$ cat src/rtl/const_load_sequencer_pkg.sv
// Shared types and helpers for the constant-load sequencer: op and state
// encodings, extender control codes and the byte-merge rule.
`default_nettype none

package const_pkg;

  localparam int DATA_W  = 16;
  localparam int CONST_W = 11;

  typedef enum logic [1:0] {
    OP_LOADLIT = 2'b00,
    OP_LCL     = 2'b01,
    OP_LCH     = 2'b10,
    OP_ILL     = 2'b11
  } op_t;

  typedef enum logic [2:0] {
    IDLE = 3'd0,
    RD   = 3'd1,
    EXT  = 3'd2,
    WR   = 3'd3,
    ERR  = 3'd4
  } state_t;

  // The extender decodes the same two bits as the instruction op field.
  localparam logic [1:0] EXT_SEXT = 2'b00;
  localparam logic [1:0] EXT_LOW  = 2'b01;
  localparam logic [1:0] EXT_HIGH = 2'b10;

  function automatic logic [DATA_W-1:0] byte_merge(input op_t op,
                                                   input logic [DATA_W-1:0] ext,
                                                   input logic [DATA_W-1:0] old);
    logic [DATA_W-1:0] res;
    res = ext;
    case (op)
      OP_LCL:  res = {old[15:8], ext[7:0]};
      OP_LCH:  res = {ext[15:8], old[7:0]};
      default: res = ext;
    endcase
    return res;
  endfunction

endpackage

`default_nettype wire

$ cat src/rtl/const_load_sequencer.sv
// Multi-cycle controller for LOADLIT/LCL/LCH: drives the constant extender,
// reads the old destination for byte merges and issues one handshaked write.
`default_nettype none

module const_load_sequencer #(
  parameter int DATA_W  = 16,
  parameter int CONST_W = 11,
  parameter int ADDR_W  = 4
) (
  input  logic               clock,
  input  logic               reset,
  input  logic               req_valid,
  output logic               req_ready,
  input  logic [1:0]         req_op,
  input  logic [CONST_W-1:0] req_const,
  input  logic [ADDR_W-1:0]  req_dest,
  output logic [1:0]         ext_ctrl,
  output logic [CONST_W-1:0] ext_const,
  input  logic [DATA_W-1:0]  ext_value,
  output logic               rf_rd_en,
  output logic [ADDR_W-1:0]  rf_rd_addr,
  input  logic [DATA_W-1:0]  rf_rd_data,
  output logic               rf_wr_en,
  input  logic               rf_wr_ready,
  output logic [ADDR_W-1:0]  rf_wr_addr,
  output logic [DATA_W-1:0]  rf_wr_data,
  output logic               busy,
  output logic               done,
  output logic               err
);

  import const_pkg::*;

  state_t              state;
  state_t              state_n;
  op_t                 op_q;
  logic [ADDR_W-1:0]   dest_q;
  logic [CONST_W-1:0]  const_q;
  logic [DATA_W-1:0]   wr_data_q;
  logic                done_q;
  logic                accept;

  assign accept = req_valid && (state == IDLE);

  always_ff @(posedge clock) begin
    if (reset) begin
      state <= IDLE;
    end else begin
      state <= state_n;
    end
  end

  // Request fields are frozen at acceptance; later changes on req_* are ignored.
  always_ff @(posedge clock) begin
    if (reset) begin
      op_q    <= OP_LOADLIT;
      dest_q  <= '0;
      const_q <= '0;
    end else if (accept) begin
      op_q    <= op_t'(req_op);
      dest_q  <= req_dest;
      const_q <= req_const;
    end
  end

  always_ff @(posedge clock) begin
    if (reset) begin
      wr_data_q <= '0;
    end else if (state == EXT) begin
      wr_data_q <= byte_merge(op_q, ext_value, rf_rd_data);
    end
  end

  always_ff @(posedge clock) begin
    if (reset) begin
      done_q <= 1'b0;
    end else begin
      done_q <= (state == WR) && rf_wr_ready;
    end
  end

  always_comb begin
    state_n    = state;
    req_ready  = 1'b0;
    ext_ctrl   = EXT_SEXT;
    rf_rd_en   = 1'b0;
    rf_rd_addr = '0;
    rf_wr_en   = 1'b0;
    rf_wr_addr = '0;
    busy       = 1'b1;
    err        = 1'b0;
    case (state)
      IDLE: begin
        req_ready = 1'b1;
        busy      = 1'b0;
        if (req_valid) begin
          case (op_t'(req_op))
            OP_LOADLIT:    state_n = EXT;
            OP_LCL, OP_LCH: state_n = RD;
            default:       state_n = ERR;
          endcase
        end
      end
      RD: begin
        rf_rd_en   = 1'b1;
        rf_rd_addr = dest_q;
        state_n    = EXT;
      end
      EXT: begin
        ext_ctrl = op_q;
        state_n  = WR;
      end
      WR: begin
        rf_wr_en   = 1'b1;
        rf_wr_addr = dest_q;
        if (rf_wr_ready) begin
          state_n = IDLE;
        end
      end
      ERR: begin
        err     = 1'b1;
        state_n = IDLE;
      end
      default: state_n = IDLE;
    endcase
  end

  assign ext_const  = const_q;
  assign rf_wr_data = wr_data_q;
  assign done       = done_q;

endmodule

`default_nettype wire

$ cat config.mk
export PLATFORM = sky130hd
export DESIGN_NAME = const_load_sequencer
export DESIGN_NICKNAME = d
export VERILOG_FILES = /design/src/rtl/const_load_sequencer_pkg.sv /design/src/rtl/const_load_sequencer.sv
export SDC_FILE = /design/constraint.sdc
export NUM_CORES = 1
export LEC_CHECK = 0
export CORE_MARGIN = 4
export CORE_UTILIZATION = 35
export CTS_BUF_LIST = sky130_fd_sc_hd__clkbuf_2
export CTS_CLUSTER_DIAMETER = 150
export DETAILED_ROUTE_END_ITERATION = 7
export PLACE_DENSITY = 0.78
export SYNTH_ARGS = -nofsm -noshare
export SYNTH_HDL_FRONTEND = slang
export SYNTH_SLANG_ARGS = --single-unit
$ cat constraint.sdc
create_clock -name clock -period 1.4 [get_ports clock]
set_input_delay 0.35 -clock clock [delete_from_list [all_inputs] [get_ports clock]]
set_output_delay 0.35 -clock clock [all_outputs]
set_load 0.005 [all_outputs]
==> results of run 1 <==
where the power goes:
part	internal (uW)	switching, uW
clock network	116	350
logic	649	479
registers	1180	65.1
kinds of logic (layout without fill, tap and decap cells):
group | count (synthesis) | in the layout
AO/OA/AOI/OAI | 37 | 37
adder cells (fa/ha/maj) | 4 | 4
buffers and inverters | 22 | 151
flip-flops | 37 | 37
AND/OR/NAND/NOR | 93 | 96
routing by layer:
layer	routed length, um	global-route usage, %
met2	2990	32.2
met4	50	4.35
met5	0	0
met1	2400	20.7
met3	465	6.56
cells in the final DEF, fill, tap and decap left out, types with 7 or more instances in the layout:
master           count
clkdlybuf4s50_1     52
dfxtp_2             32
buf_4               25
buf_6               22
clkdlybuf4s15_1     20
nand2_1             18
nand2_2             16
a221oi_2            15
a21oi_1             15
nor2_1              14
nor3_1              12
buf_2                9
clkbuf_2             7
dlygate4sd2_1        7
layout make-up:
class / count / area (sq um)
repair buffers: 139 / 1320
fillers: 325 / 1160
multi-input cells: 137 / 1100
flip-flops and latches: 37 / 785
well taps: 52 / 65.1
clock buffers: 6 / 30.0
inverters: 5 / 18.8
clock inverters: 1 / 3.75
final timing paths:
kind                   endpoint  slack (ps)
setup / recovery  rf_rd_addr[1]        -480
hold / removal     ext_const[3]         470
setup reg to reg   ext_const[2]        -220
hold reg to reg    ext_const[3]         480
registers in the layout (all words and copies together), names as in the netlist:
| signal | cells |
|---|---|
| dest_q | 4 |
| done | 1 |
| ext_const | 11 |
| op_q | 2 |
| rf_wr_data | 16 |
| state | 3 |
worst max-delay path, cell delays in order (launching register included):
cell and delay (ps):
dfxtp_2 370, buf_6 140, nor3b_4 200, buf_6 130, buf_6 90, and2_4 130
buf_6 80
stage by stage:
stage	cells	setup slack (ps)
2_1_floorplan	193	-117
3_3_place_gp	346	-391
3_5_place_dp	346	-435
4_1_cts	369	-480
5_1_grt	377	-575
6_report	377	-478
repair_timing:
action,in CTS,in global routing
setup endpoints to repair,77,71
cloned,0,4
gates resized for setup,149,59
setup buffers,16,5
pin swaps,13,25
hold endpoints to repair,0,0
hold buffers,0,0
==> results.py, run 1 <==
metrics = {
    "status": {
        "outcome": "complete, but fails checks",
        "failed_checks": "negative setup slack",
    },
    "grt": {
        "grt_remaining_overflow": 0,
        "grt_pass1_vias": 1866,
        "grt_start_max_net_pins": 19,
        "antenna_found_initial": 0,
        "global_route_wire_length_before_repair_um": 8780,
        "groute.usage.overall_pct": 18.2,
    },
    "floorplanning": {
        "floorplan.initialDensity_pct": 37.0,
        "placeableCoreArea_sq_um": 4470,
        "die_width_um": 76.7,
        "num_rows": 24,
        "chipHeight_um": 76.7,
        "die_area_sq_um": 5890,
        "num_io_pins": 96,
    },
    "power_and_ir_drop": {
        "ir_drop_mv": 0.604,
        "cellPowerDensity_nw_per_um2": 855,
        "power.total_uw": 2830,
        "power_leakage_uw": 0.00140,
    },
    "route": {
        "drc_violation_count_after_routing": 0,
        "num_vias": 1913,
        "drt_first_iter_violations": 64,
        "totalWireLength_um": 5900,
        "drt.antenna.violating_nets": 0,
        "wl_per_cell_um": 15.6,
        "viasPerCell": 5.07,
        "firstDrtPassIters": 4,
    },
    "sta": {
        "final_min_period_over_clock_period_pct": 134,
        "final-hold-violation-count": 0,
        "timing_worst_slew_pin_value_ps": 355,
        "hold_slack_ps": 475,
        "setup_viol": 50,
        "fin_tns_setup_ps": -11210,
        "rsz_0062_raised_after_global_routing": "true",
        "final.setup_skew_ps": 14.1,
        "final_setup_margin_ps": -478,
        "slew_limit_headroom_pct": 76.3,
        "maxClockFrequency_ghz": 0.532,
        "timing.final.crit_period_ps": 1880,
        "slew_violations": 0,
    },
    "clock_tree": {
        "clock_sink_count": 37,
        "clock_path_buffers": 2,
        "h_tree_depth_reported_by_cts": 2,
        "tritoncts.num_buffers": 5,
        "clock_pin_slew_of_the_registers_on_the_worst_case_setup_and_hold_paths_ps": 190,
        "root_buffer": "clkbuf_2",
        "clock_tree_from_tritoncts": "done",
        "insertion_delay_ps": 390,
    },
    "synthesis": {
        "synth.mux.area_fraction_pct": 0,
        "dominantRegCellSynth": "dfxtp_1",
        "netlist_area_sq_um": 1650,
        "yosysMostFrequentCell": "dfxtp_1",
        "yosysSeqAreaShare_pct": 44.8,
        "netlist.area_leader.share_pct": 44.8,
        "dominant_combinational_cell_family_by_area_after_synthesis": "simple AND/OR/NAND/NOR gates",
        "synth-xor-area-share_pct": 0,
        "synth_compound_area_share_pct": 15.4,
        "syn-mean-instance-area_sq_um": 8.57,
        "postSynthRegisterBits": 37,
        "netlist_instances": 193,
        "yosys-top-cells-count": "dfxtp_1 (37), nand2_1 (34), nor2_1 (18)",
        "async_reset_ff_share_pct": 0,
        "ys_top_cells_by_area": "dfxtp_1 (45%), a221oi_1 (8.5%), nand2_1 (7.7%)",
        "syn-num-nets": 250,
        "synth_simple_gate_area_share_pct": 28.9,
        "synth-edff-count": 0,
        "fraction_of_the_mapped_netlist_area_in_adder_cells_pct": 3.03,
        "synth_cell_types": 30,
        "synth_warnings": 0,
        "synthDominantAreaCellType": "dfxtp_1",
    },
    "final_layout": {
        "layout_cell_share_with_drive_strength_beyond_1_pct": 50.5,
        "area.growth.synth_to_final_pct": 100,
        "num_antenna_cells": 0,
        "finish.instance_area_sq_um": 3320,
        "finalNetCount": 382,
        "fin_util_pct": 74.1,
    },
    "place": {
        "routabilityCongestion": 0.772,
        "dpl_cell_area_sq_um": 2880,
        "place.detailed.hpwl_um": 3840,
        "port-buffer-count": 95,
    },
    "critical_path": {
        "setup.worst_path.class": "register to output port",
        "critPathLaunchType": "register",
        "startpoint": "state[1]",
        "arrival_ps": 1530,
        "setup.worst_path.end_class": "output port",
        "r2r.worst_path.cells": 6,
        "reg2reg_from": "state[0]",
        "critical_path_required_ps": 1050,
        "critical_path_fanouts_max": 8,
    },
    "job": {
        "max_cap_viol_count": 0,
    },
    "hold_path": {
        "holdPathStages": 3,
        "hold_path_startpoint": "req_const[3]",
        "worstHoldPathType": "primary input to register",
    },
}
Note: power is estimated with default switching activity, not from simulation.
==> run 2: changes to the inputs <==
Settings changed: ABC_AREA set to 0, CTS_CLUSTER_SIZE set to 20, GPL_TIMING_DRIVEN set to 0.
==> run 2 against run 1 <==
Net effect: non-clock buffer count increased by 14; critical path depth unchanged; largest cell class unchanged; critical path type unchanged; the run still ends with negative setup slack left; utilization grew 5.6 points.
==> results.py, run 2 (synthesized netlist as in run 1, its figures left out) <==
metrics = {
    "sta": {
        "slew_violations": 0,
        "final-hold-violation-count": 0,
        "final.setup_skew_ps": 7.04,
        "timing_worst_slew_pin_value_ps": 634,
        "final_min_period_over_clock_period_pct": 146,
        "maxClockFrequency_ghz": 0.490,
        "rsz_0062_raised_after_global_routing": "true",
        "setup_viol": 49,
        "final_setup_margin_ps": -640,
        "slew_limit_headroom_pct": 57.7,
        "timing.final.crit_period_ps": 2040,
    },
    "power_and_ir_drop": {
        "clock_power_share_pct": 20.9,
        "power.total_uw": 3170,
        "power_leakage_uw": 0.00154,
        "p_int_uw": 2200,
        "power.share.combinational_pct": 40.1,
        "sw_frac_of_total_pct": 30.5,
        "cellPowerDensity_nw_per_um2": 890,
        "p_switching_uw": 967,
        "share_seq_of_total_power_pct": 39.0,
        "ir_drop_mv": 0.618,
    },
    "clock_tree": {
        "clock_pin_slew_of_the_registers_on_the_worst_case_setup_and_hold_paths_ps": 190,
        "clock_path_buffers": 2,
        "tritoncts.num_buffers": 5,
        "clock_tree_from_tritoncts": "done",
        "number_of_buffers_added_to_fix_hold_violations_after_cts": 0,
        "root_buffer": "clkbuf_2",
        "insertion_delay_ps": 380,
        "clock_sink_count": 37,
        "h_tree_depth_reported_by_cts": 2,
    },
    "final_layout": {
        "num_antenna_cells": 0,
        "regArea_sq_um": 786,
        "finalNetCount": 393,
        "largest_register_ffs": 16,
        "layout_cell_share_with_drive_strength_beyond_1_pct": 54.3,
        "layout_commonest_cell": "clkdlybuf4s50_1",
        "fillers": 296,
        "mostFrequentLayoutCells": "clkdlybuf4s50_1 (51), dfxtp_2 (30), buf_4 (28)",
        "final_cell_count_no_fill": 389,
        "multiInputGateArea_sq_um": 1180,
        "area.growth.synth_to_final_pct": 116,
    },
    "route": {
        "drt.antenna.violating_nets": 0,
        "wl_per_cell_um": 15.8,
        "num_vias": 1944,
        "viasPerCell": 5.00,
        "totalWireLength_um": 6140,
        "drt_first_iter_violations": 50,
        "firstDrtPassIters": 4,
        "drc_violation_count_after_routing": 0,
    },
    "grt": {
        "groute.usage.overall_pct": 20.0,
        "global_route_wire_length_before_repair_um": 9570,
        "antenna_found_initial": 0,
        "grt_remaining_overflow": 0,
        "grt_start_max_net_pins": 12,
        "grt_pass1_vias": 1978,
    },
    "floorplanning": {
        "placeableCoreArea_sq_um": 4470,
        "floorplan.initialDensity_pct": 37.0,
        "chipHeight_um": 76.7,
        "num_io_pins": 96,
        "num_rows": 24,
        "die_width_um": 76.7,
        "die_area_sq_um": 5890,
    },
    "critical_path": {
        "critical_path_required_ps": 1050,
        "arrival_ps": 1690,
        "setup.worst_path.end_class": "output port",
        "critPathLaunchType": "register",
        "crit_path_end": "ext_ctrl[1]",
        "setup.worst_path.class": "register to output port",
        "r2r.worst_path.cells": 8,
        "reg2reg_slack_ps": -420,
        "timing.rr.end": "rf_wr_data[1]",
        "critical_path_fanouts_max": 4,
        "startpoint": "state[0]",
        "reg2reg_from": "state[0]",
    },
    "status": {
        "failed_checks": "negative setup slack",
        "outcome": "complete, but fails checks",
    },
    "job": {
        "max_cap_viol_count": 0,
    },
    "place": {
        "place.detailed.hpwl_um": 3770,
        "post_place_cells": 339,
        "port-buffer-count": 94,
        "routabilityCongestion": 0.669,
    },
    "hold_path": {
        "worstHoldPathType": "register to register",
    },
}
run 2: cell count changes in the layout (fill, tap and decap cells not counted), sizes merged:
cell           before  now
bufinv              0    1
clkdlybuf4s15      20   12
or4b                4    1
dlygate4sd2         7   11
clkdlybuf4s50      52   51
clkbuf              7   15
buf                59   70
run 2: worst min-delay path by stage:
stage	start	end	slack (ps)	cells past startpoint
3_3_place_gp	ext_const[3]	ext_const[3]	440	2
5_1_grt	req_const[8]	ext_const[8]	420	3
3_5_place_dp	ext_const[4]	ext_const[4]	450	2
4_1_cts	reset	state[2]	440	2
6_report	ext_const[10]	ext_const[10]	470	2
2_1_floorplan	dest_q[0]	dest_q[0]	440	2
run 2: power groups by stage:
| stage | clock (uW) | sequential [uW] | combinational [uW] |
|---|---|---|---|
| after floorplan | 0 | 1240 | 434 |
| after global placement | 0 | 1240 | 875 |
| after detailed placement | 0 | 1240 | 889 |
| after CTS | 684 | 1230 | 1080 |
| after global routing | 736 | 1250 | 1360 |
| final | 663 | 1240 | 1270 |
run 2: timing repair:
action / CTS / global route
setup buffers: 29 / 20
pin swaps: 36 / 23
cloned: 1 / 0
setup endpoints to repair: 78 / 68
resized for setup: 158 / 83
run 2: routing by layer:
layer | up-vias | global-route usage (%) | wire length [um]
li1 | 964 | - | -
met1 | 899 | 21.9 | 2310
met2 | 71 | 36.4 | 3270
met3 | 10 | 6.79 | 462
met4 | 0 | 5.07 | 92
met5 | - | 0 | 0
run 2: area by class of cell:
cell class,count,area share (%)
clock buffers,6,0.842
multi-input cells,134,33.2
repair buffers,139,36.7
inverters,5,0.527
flip-flops and latches,37,22.0
clock inverters,2,0.948
well taps,52,1.83
plain buffers,14,3.86
run 2: per-stage QoR:
step                setup WS (ps)  hold slack (ps)  TNS, ps  util (%)  cell area [sq um]
floorplan                    -117              440     -847         -               1820
global placement             -655              442   -16890      63.1               2820
detailed placement           -656              451   -17760      63.1               2820
CTS                          -633              435   -14130      72.4               3240
global route                 -722              417   -16330      79.7               3560
finish                       -640              466   -13670      79.7               3560
run 2: worst max-delay path: stages (launching register included):
cell and delay, ps:
dfxtp_2 370, buf_6 120, or3b_1 370, buf_6 140, buf_12 120, nor2_4 80, buf_6 100
